--- config.mk ---
export PLATFORM = sky130hd
export DESIGN_NAME = seven_segment_scanner
export DESIGN_NICKNAME = d
export VERILOG_FILES = /design/src/rtl/seven_segment_scanner.sv
export SDC_FILE = /design/constraint.sdc
export NUM_CORES = 1
export LEC_CHECK = 0
export BUFFER_PORTS_ARGS = -buffer_cell sky130_fd_sc_hd__clkbuf_2
export CORE_MARGIN = 5
export CORE_UTILIZATION = 30
export DETAILED_ROUTE_END_ITERATION = 6
export REMOVE_ABC_BUFFERS = 1
export SYNTH_ARGS = -nofsm -noshare
export SYNTH_HDL_FRONTEND = slang
export SYNTH_SLANG_ARGS = --single-unit
--- constraint.sdc ---
create_clock -name clk -period 5.9 [get_ports clk]
set_clock_uncertainty 0.05 [all_clocks]
set_input_delay 0.59 -clock clk [delete_from_list [all_inputs] [get_ports clk]]
set_output_delay 0.59 -clock clk [all_outputs]
set_load 0.02 [all_outputs]
--- src/rtl/seven_segment_scanner.sv ---
// Time-multiplexed seven-segment scanner with a double-buffered frame.
// Optional anti-ghost dead time per slot is enabled by defining SEVEN_SEG_GHOST_BLANK_EN.
module seven_segment_scanner #(
  parameter int clk_mhz      = 50,
  parameter int w_digit      = 8,
  parameter int slot_khz     = 1,
  parameter int blank_cycles = 2
) (
  input  logic                   clk,
  input  logic                   rst,
  input  logic [w_digit*8-1:0]   in_segments,
  input  logic                   in_valid,
  input  logic                   enable,
  output logic [7:0]             abcdefgh,
  output logic [w_digit-1:0]     digit,
  output logic                   frame_start
);

  localparam int slot_cycles = clk_mhz * 1000 / slot_khz;
  localparam int cnt_w       = $clog2(slot_cycles);
  localparam int idx_w       = ($clog2(w_digit) < 1) ? 1 : $clog2(w_digit);

  if (blank_cycles >= slot_cycles) begin : g_bad_blank
    $error("blank_cycles must be smaller than slot_cycles");
  end

  logic [cnt_w-1:0]       cnt;
  logic [idx_w-1:0]       idx;
  logic [w_digit*8-1:0]   pending;
  logic [w_digit*8-1:0]   shadow;
  logic [w_digit*8-1:0]   shadow_next;
  logic                   pending_flag;
  logic                   terminal;
  logic                   frame_first;
  logic                   show;
  logic [7:0]             seg_sel;
  logic [w_digit-1:0]     digit_sel;

  assign terminal    = (cnt == cnt_w'(slot_cycles - 1));
  // The cycle in which the scan sits at slot 0 / count 0 is the frame boundary.
  assign frame_first = (cnt == '0) && (idx == '0);

  always_ff @(posedge clk or posedge rst) begin
    if (rst) begin
      cnt <= '0;
      idx <= '0;
    end else if (terminal) begin
      cnt <= '0;
      idx <= (idx == idx_w'(w_digit - 1)) ? '0 : idx + idx_w'(1);
    end else begin
      cnt <= cnt + cnt_w'(1);
    end
  end

  // A strobe in the boundary cycle bypasses straight into the displayed frame.
  always_comb begin
    shadow_next = shadow;
    if (frame_first) begin
      if (in_valid) begin
        shadow_next = in_segments;
      end else if (pending_flag) begin
        shadow_next = pending;
      end
    end
  end

  always_ff @(posedge clk or posedge rst) begin
    if (rst) begin
      pending      <= '0;
      pending_flag <= 1'b0;
      shadow       <= '0;
    end else begin
      shadow <= shadow_next;
      if (in_valid) begin
        pending <= in_segments;
      end
      if (frame_first) begin
        pending_flag <= 1'b0;
      end else if (in_valid) begin
        pending_flag <= 1'b1;
      end
    end
  end

  always_comb begin
    seg_sel   = shadow_next[{idx, 3'b000} +: 8];
    digit_sel = w_digit'(1) << idx;
`ifdef SEVEN_SEG_GHOST_BLANK_EN
    show      = enable && (cnt >= cnt_w'(blank_cycles));
`else
    show      = enable;
`endif
  end

  always_ff @(posedge clk or posedge rst) begin
    if (rst) begin
      abcdefgh    <= '0;
      digit       <= '0;
      frame_start <= 1'b0;
    end else begin
      abcdefgh    <= show ? seg_sel : 8'h00;
      digit       <= show ? digit_sel : '0;
      frame_start <= frame_first;
    end
  end

endmodule

==> metrics.cfg, run 1 <==
[status]
status=finished clean

[drt]
vias=6227
dr.pass1.iters=5
detail-route-antenna-nets=0
wl_per_cell_um=19.3
routed_wl_mm=22.7
drc=0
routed_via_density=5.31
drt_iter0_drc=579

[setup_path]
crit_family=simple AND/OR/NAND/NOR gates
cp.arrival_ns=3.99
cp.required_ns=6.14
timing.rr.start=idx[1]
critPathMaxFanout=18
critPathLaunch=idx[1]
slowest_delay_ns=0.59
start_kind=flop
end_kind=flop
slowest_stage=and3_1
critPathKind=flop to flop
worstPathCellList=buf_4 -> inv_1 -> ha_1 -> nor2b_1 -> and3_1 -> nand2_2 -> inv_2 -> o22a_1 -> a32oi_1 -> a2111oi_1
crit_buf_inv=3

[clocking]
root_buffer=clkbuf_16
numCtsBuffers=17
ctsLongestPathBuffers=2
cts_resized=0
h-tree-depth=4
clk_latency_ns=0.44
path_clk_slew_ns=0.07
clock_sinks=165
cts_setup_buffers=0
ctsHoldBuffers=0
cts_tree=built

[final_layout]
layout-drive-gt1-share=0.244
syn_to_final_growth_pct=15.9
nets=895
final_common_cell=dfrtp_1
final_cell_mix=164 x dfrtp_1, 83 x clkbuf_2, 67 x nor2_1
antenna_cells=0
fin_util=0.350

[sta]
fmax_ghz=0.267
fin_crit_sh=0.635
period_minus_slack_ns=3.75
rsz0062_at_grt=false
drv_slew=0
report.final.setup_viol=0
final_hold_viol_count=0
worst_slack_ns=2.15
slew_headroom=0.278
worst_pin_slew_ns=1.08
fin_setup_tns_ns=0

[grt]
antenna_found_initial=0
met2_usage=0.235
met1_usage=0.209
use_met3=0.0339
grt_pass1_vias=6175
grt-busiest-layer=met2
grt_pass1_wl_mm=36.2
grt_overflow=0
grt_max_degree=76
grt_usage=0.149

[place]
port-buffer-count=84
place_ws_ns=2.19
post-dp-hpwl_mm=15.7
routabilityCongestion=0.856

[floorplan]
rows=60
core_region_area_sq_um=26700
io_pins=85
start_util=0.302
die_h_um=174
dieArea_sq_um=30300
die_width_um=174

[power]
ir_drop_v=0.000206
cellLeakagePower_nw=3.98
p_per_area_nw_per_um2=282

[yosys]
synthCells=759
asyncSetResetFlopFracSynth=1.00
ys_ff_latch=165
synth_area_sq_um=8070
avgSynthCellArea_sq_um=10.6
yosysUniqueCellTypes=66
synth_edf_count=0
synth-seq-area-share=0.511
synth_warnings=0
ys_dominant_reg_cell=dfrtp_1

[min_path]
hold_path.class=primary input to async pin

[run]
maxCapViolCount=0

registers in the layout, indices dropped and copies added (netlist names):
register      flops
abcdefgh          8
cnt              16
digit             8
frame_start       1
idx               3
pending          64
pending_flag      1
shadow           64
cells in the mapped netlist, types with 2 or more instances:
library cell | instances | area [sq um]
xnor2_1 | 5 | 43.8
xor2_1 | 9 | 78.8
a32oi_1 | 3 | 26.3
nor3_1 | 30 | 150
a21o_1 | 23 | 173
and2_1 | 8 | 50.1
buf_4 | 5 | 37.5
buf_6 | 3 | 33.8
o221ai_1 | 2 | 17.5
a211oi_1 | 11 | 82.6
and3_1 | 6 | 37.5
a311oi_1 | 3 | 26.3
o31ai_1 | 8 | 60.1
nand3b_1 | 5 | 37.5
o22a_1 | 27 | 236
nand2b_1 | 2 | 12.5
nand4_1 | 9 | 56.3
dfrtp_1 | 165 | 4130
mux2i_1 | 13 | 130
o211ai_1 | 10 | 75.1
nand3_2 | 2 | 20.0
o22ai_1 | 13 | 81.3
o21ai_0 | 24 | 120
buf_2 | 18 | 90.1
clkbuf_1 | 20 | 75.1
nand2_1 | 29 | 109
a22oi_1 | 4 | 30.0
or3_1 | 5 | 31.3
a21oi_1 | 53 | 265
a2111oi_0 | 2 | 17.5
nor4_4 | 2 | 42.5
mux2_2 | 52 | 586
nor2b_1 | 13 | 81.3
a211oi_2 | 2 | 25.0
ha_1 | 8 | 100
a31oi_1 | 15 | 93.8
inv_1 | 19 | 71.3
a22o_1 | 5 | 43.8
buf_1 | 9 | 33.8
nor2_1 | 67 | 251
nor4_1 | 3 | 18.8
a41oi_1 | 4 | 35.0
nor4_2 | 2 | 25.0
o31a_1 | 4 | 35.0
nand3_1 | 16 | 80.1
where the power goes:
| part | leakage (nW) | internal [mW] | switching [mW] | total [mW] |
|---|---|---|---|---|
| clock network | 0.294 | 0.652 | 0.489 | 1.14 |
| logic | 1.66 | 0.105 | 0.133 | 0.238 |
| registers | 2.02 | 1.22 | 0.0366 | 1.26 |
worst paths after layout:
check	to	slack, ns	cells after the start
worst min register to register	pending[60]	0.45	1
worst max-delay path	abcdefgh[7]	2.15	10
worst max register to register	abcdefgh[7]	2.15	10
min in group clk	pending[61]	0.34	2
max in group asynchronous	pending_flag	4.47	3
worst min-delay path	digit[4]	0.04	2
per-stage QoR:
| stage | hold WS (ns) | total power, mW | instance area [sq um] | cells |
|---|---|---|---|---|
| 2_1_floorplan | 0.397 | 1.41 | 7800 | 704 |
| 3_3_place_gp | 0.429 | 1.51 | 8760 | 1141 |
| 3_5_place_dp | 0.439 | 1.52 | 8760 | 1141 |
| 4_1_cts | 0.0443 | 2.65 | 9360 | 1173 |
| 6_report | 0.0442 | 2.64 | 9360 | 1173 |
| 5_1_grt | 0.0681 | 2.73 | 9360 | 1173 |
logic make-up after synthesis:
logic type / Yosys count / synth area share
mux: 65 / 0.0886
flops: 165 / 0.511
xor+xnor: 14 / 0.0152
compound gates: 224 / 0.194
fa+ha+maj: 8 / 0.0124
simple gates: 208 / 0.136
buf+inv: 75 / 0.0428
per-layer routing:
layer	share of wire	up-vias	wire length, um
met5	0	-	0
met4	0.014	0	319
met3	0.055	25	1260
met2	0.46	180	10600
met1	0.47	3111	10600
li1	-	2911	-
final cells by class:
| type | count | area, sq um |
|---|---|---|
| clock buffer | 19 | 453 |
| tap | 341 | 427 |
| multi-input combinational | 519 | 3610 |
| clock inverter | 13 | 148 |
| timing repair buffer | 96 | 513 |
| sequential | 165 | 4130 |
| inverter | 20 | 80.1 |
| fill | 2709 | 17400 |
No activity file was read; power rests on OpenSTA's default activity.
==> run 2: changes to the inputs <==
Clock period 5.9 ns to 3.68 ns, I/O delays scaled along.
==> run 2 against run 1 <==
Compared with the run above: count of clock-buffer cells in the layout rose by 1; non-clock buffer count rose by 8; global-route usage rose by 0.14 points; register-to-register slack got worse by 1.3 ns; first-iteration DRC count fell by 8.1%; via count rose by 2.4%; power rose by 61%; wire length fell by 0.41%; die area did not move.
==> metrics.cfg, run 2 (same netlist as run 1, synthesis figures left out) <==
[status]
status=finished clean

[power]
p_sw_mw=1.02
internal_power_mw=3.22
power.total_mw=4.24
ir_drop_v=0.000306
power_frac_seq=0.476
swShare=0.241
power.share.clock=0.434
cellLeakagePower_nw=4.02
comb_power_share=0.090
p_per_area_nw_per_um2=449

[sta]
fin_setup_tns_ns=0
slew_headroom=0.423
rsz0062_at_grt=false
drv_slew=0
worst_slack_ns=0.864
period_minus_slack_ns=2.82
fmax_ghz=0.355
fin_crit_sh=0.765
final_hold_viol_count=0
report.final.setup_viol=0
worst_pin_slew_ns=0.865

[setup_path]
slowest_delay_ns=0.52
start_kind=flop
critPathKind=flop to flop
end_kind=flop
cp.arrival_ns=3.07
cp.required_ns=3.94
rrSetupSlack_ns=0.86
worstPathCellList=nor4_4 -> nand2_1 -> buf_4 -> o31ai_1 -> o211ai_1 -> a221oi_1 -> nor4_2
critPathMaxFanout=14
slowest_stage=a221oi_1

[place]
port-buffer-count=84
post-dp-hpwl_mm=15.7
place_ws_ns=0.906
dp.cells=1149
routabilityCongestion=0.879

[floorplan]
rows=60
start_util=0.302
core_region_area_sq_um=26700
die_h_um=174
dieArea_sq_um=30300
die_width_um=174
io_pins=85

[grt]
grt-busiest-layer=met2
antenna_found_initial=1
grt_pass1_wl_mm=36.5
grt_max_degree=93
grt_pass1_vias=6393
met1_usage=0.204
use_met3=0.0396
met2_usage=0.238
grt_overflow=0
grt_usage=0.151

[final_layout]
instances_no_fill=1180
reg.largest.list=pending (64), shadow (64), cnt (16)
layout-drive-gt1-share=0.248
fin_util=0.353
nets=903
final_common_cell=dfrtp_1
fillers=2657
final_cell_mix=164 x dfrtp_1, 83 x clkbuf_2, 67 x nor2_1
antenna_cells=0
syn_to_final_growth_pct=16.9

[drt]
drt_iter0_drc=532
drc=0
vias=6378
detail-route-antenna-nets=0
routed_wl_mm=22.6
dr.pass1.iters=5
routed_via_density=5.41
wl_per_cell_um=19.2

[clocking]
numCtsBuffers=17
path_clk_slew_ns=0.07
ctsLongestPathBuffers=2
h-tree-depth=4
root_buffer=clkbuf_16
cts_setup_buffers=0
cts_resized=0
clk_latency_ns=0.43
ctsHoldBuffers=0
cts_tree=built
clock_sinks=165

[run]
maxCapViolCount=0

[min_path]
hold_path.class=primary input to async pin

==> run 2: changes by cell type in the layout (fill, tap and decap cells not counted), sizes merged <==
cell,delta
inv,-1
clkinv,-3
buf,+8
bufinv,+1
clkinvlp,+1
clkbuf,+1
==> run 2: metal layers <==
metal,share of wire,wire length (um),vias up
met5,0.00058,13,-
met4,0.018,398,2
met3,0.064,1450,34
met2,0.46,10400,214
met1,0.46,10300,3199
li1,-,-,2929
==> run 2: final cells by class <==
type,instances,area (sq um),share of cell area
Timing Repair Buffer,104,598,0.0634
Clock inverter,11,150,0.0159
Tap cell,341,427,0.0452
Inverter,20,80.1,0.00848
Multi-Input combinational cell,519,3610,0.382
Clock buffer,20,447,0.0473
Sequential cell,165,4130,0.438
==> run 2: critical path: cells and delay by family (launching register included) <==
| family | cells | cell delay, ns |
|---|---|---|
| DFF | 1 | 0.45 |
| and+or+nand+nor | 3 | 0.85 |
| buffers and inverters | 1 | 0.35 |
| AOI/OAI and AO/OA | 3 | 0.99 |
==> run 2: stage by stage <==
step	hold slack [ns]	area, sq um
global route	0.121	9440
detailed placement	0.424	8840
finish	0.0351	9440
floorplan	0.397	7800
global placement	0.425	8840
CTS	0.0903	9440
==> run 2: worst paths after layout <==
check / from / to / cells past startpoint
setup reg to reg: cnt[10] / abcdefgh[4] / 7
max in group asynchronous: rst / cnt[8] / 3
min in group clk: in_segments[61] / pending[61] / 2
setup / recovery: cnt[10] / abcdefgh[4] / 7
hold reg to reg: pending[39] / pending[39] / 2
hold / removal: rst / digit[4] / 2
==> run 2: power groups by stage <==
stage | registers (mW) | logic (mW) | clock network, mW
after CTS | 2.02 | 0.386 | 1.86
after detailed placement | 2.05 | 0.385 | 0
after global routing | 2.03 | 0.424 | 1.94
after global placement | 2.05 | 0.378 | 0
after floorplan | 2.04 | 0.229 | 0
final | 2.02 | 0.382 | 1.84
==> run 3: changes to the inputs <==
Clock period 3.68 ns to 2.9 ns, I/O delays scaled along.
==> run 3 against run 2 <==
Compared with the run above: worst setup slack worse by 0.65 ns; wire length is 1.8% higher; final area is 1.9% higher; fmax is 5.0% higher; sequential cell count stayed put; first-iteration DRC count is 23% lower; die area stayed put; global-route usage is 0.21 points higher; clock power is 35% higher; register-to-register slack worse by 0.65 ns; largest cell class unchanged; highest routed layer unchanged.
==> metrics.cfg, run 3 (same netlist as run 1, synthesis figures left out) <==
[power]
p_sw_mw=1.36
p_per_area_nw_per_um2=576
swShare=0.246
ir_drop_v=0.000429
comb_power_share=0.089
cellLeakagePower_nw=4.12
power.share.clock=0.449
power_frac_seq=0.463
internal_power_mw=4.18

[sta]
final_hold_viol_count=0
report.final.setup_viol=0
worst_pin_slew_ns=0.632
rsz0062_at_grt=false
holdWs_ns=0.0567
fmax_ghz=0.373
fin_crit_sh=0.925
period_minus_slack_ns=2.68
fin_setup_tns_ns=0
drv_slew=0
slew_headroom=0.579

[clocking]
clock_sinks=165
cts_resized=0
path_clk_slew_ns=0.07
numCtsBuffers=17
ctsHoldBuffers=1
cts_tree=built
clk_latency_ns=0.43
ctsLongestPathBuffers=2
root_buffer=clkbuf_16
cts_setup_buffers=0
h-tree-depth=4

[final_layout]
layout-drive-gt1-share=0.263
finalInstanceArea_sq_um=9610
syn_to_final_growth_pct=19.1
instances_no_fill=1197
nets=918
final_cell_mix=164 x dfrtp_1, 83 x clkbuf_2, 67 x nor2_1
fin_util=0.360
final_common_cell=dfrtp_1
reg.largest.list=pending (64), shadow (64), cnt (16)

[floorplan]
die_width_um=174
dieArea_sq_um=30300
core_region_area_sq_um=26700
start_util=0.302
rows=60
die_h_um=174
io_pins=85

[place]
place_area_sq_um=8960
port-buffer-count=84
post-dp-hpwl_mm=16.1
dp.cells=1163
routabilityCongestion=0.846

[setup_path]
slowest_stage=a2111oi_1
timing.rr.start=idx[0]
cp.arrival_ns=2.94
critPathMaxFanout=18
r2r-end=abcdefgh[7]
worstPathCellList=inv_1 -> ha_1 -> nor2b_1 -> and3_1 -> nand2_2 -> inv_2 -> o22a_1 -> a32oi_1 -> a2111oi_1
slowest_delay_ns=0.43
rrSetupSlack_ns=0.22
start_kind=flop
crit_family=simple AND/OR/NAND/NOR gates
end_kind=flop
reg2reg_depth=9
crit_buf_inv=2
cp.required_ns=3.16
critPathKind=flop to flop

[drt]
routed_wl_mm=23.0
wl_per_cell_um=19.2
dr.pass1.iters=7
vias=6445
routed_via_density=5.38
detail-route-antenna-nets=0
drt_iter0_drc=409
drc=0

[grt]
antenna_found_initial=4
grt_max_degree=78
grt_pass1_vias=6543
grt_overflow=0
grt_pass1_wl_mm=36.9
grt_usage=0.153

[min_path]
hold_path.class=primary input to flop
hold_path_end=pending[61]
hold_start=in_segments[61]
hold_depth=2

[run]
maxCapViolCount=0

[status]
status=finished clean

==> run 3: changes by cell type in the layout (fill, tap and decap cells not counted), sizes merged <==
cell / change
clkinvlp: -1
clkinv: -1
clkbuf: -3
bufinv: +1
inv: +5
dlygate4sd3: +1
diode: +1
buf: +14
==> run 3: metal layers <==
| layer | routed length, um | vias to the layer above | track usage |
|---|---|---|---|
| met2 | 10500 | 229 | 0.232 |
| met1 | 10100 | 3204 | 0.206 |
| met4 | 778 | 6 | 0.0680 |
| met3 | 1600 | 48 | 0.0409 |
| met5 | 36 | - | 0 |
| li1 | - | 2958 | - |
==> run 3: worst max-delay path by stage <==
stage            from     endpoint  slack (ns)  cells after the start
2_1_floorplan     rst  abcdefgh[0]       -1.90                      1
3_3_place_gp   idx[0]  abcdefgh[7]        0.36                      9
3_5_place_dp   idx[0]  abcdefgh[7]        0.28                      9
4_1_cts        idx[0]  abcdefgh[7]        0.24                      9
5_1_grt        idx[0]  abcdefgh[3]        0.04                      9
6_report       idx[0]  abcdefgh[7]        0.22                      9
==> run 3: layout make-up <==
| type | count | area [sq um] |
|---|---|---|
| antenna | 1 | 2.50 |
| inverter | 20 | 80.1 |
| tap | 341 | 427 |
| clock inverter | 15 | 216 |
| fill | 2668 | 17100 |
| sequential | 165 | 4130 |
| multi-input combinational | 519 | 3610 |
| clock buffer | 17 | 425 |
| timing repair buffer | 119 | 726 |
==> run 3: metrics by stage <==
step,total power [mW],setup slack (ns)
6_report,5.54,0.219
5_1_grt,5.75,0.0381
4_1_cts,5.58,0.236
3_5_place_dp,3.10,0.281
3_3_place_gp,3.08,0.359
2_1_floorplan,2.88,-1.90
==> run 3: power groups by stage <==
stage	Sequential [mW]	Combinational (mW)	Clock, mW
3_3_place_gp	2.60	0.484	0
6_report	2.56	0.492	2.48
5_1_grt	2.58	0.548	2.63
3_5_place_dp	2.60	0.495	0
4_1_cts	2.56	0.497	2.53
2_1_floorplan	2.59	0.291	0
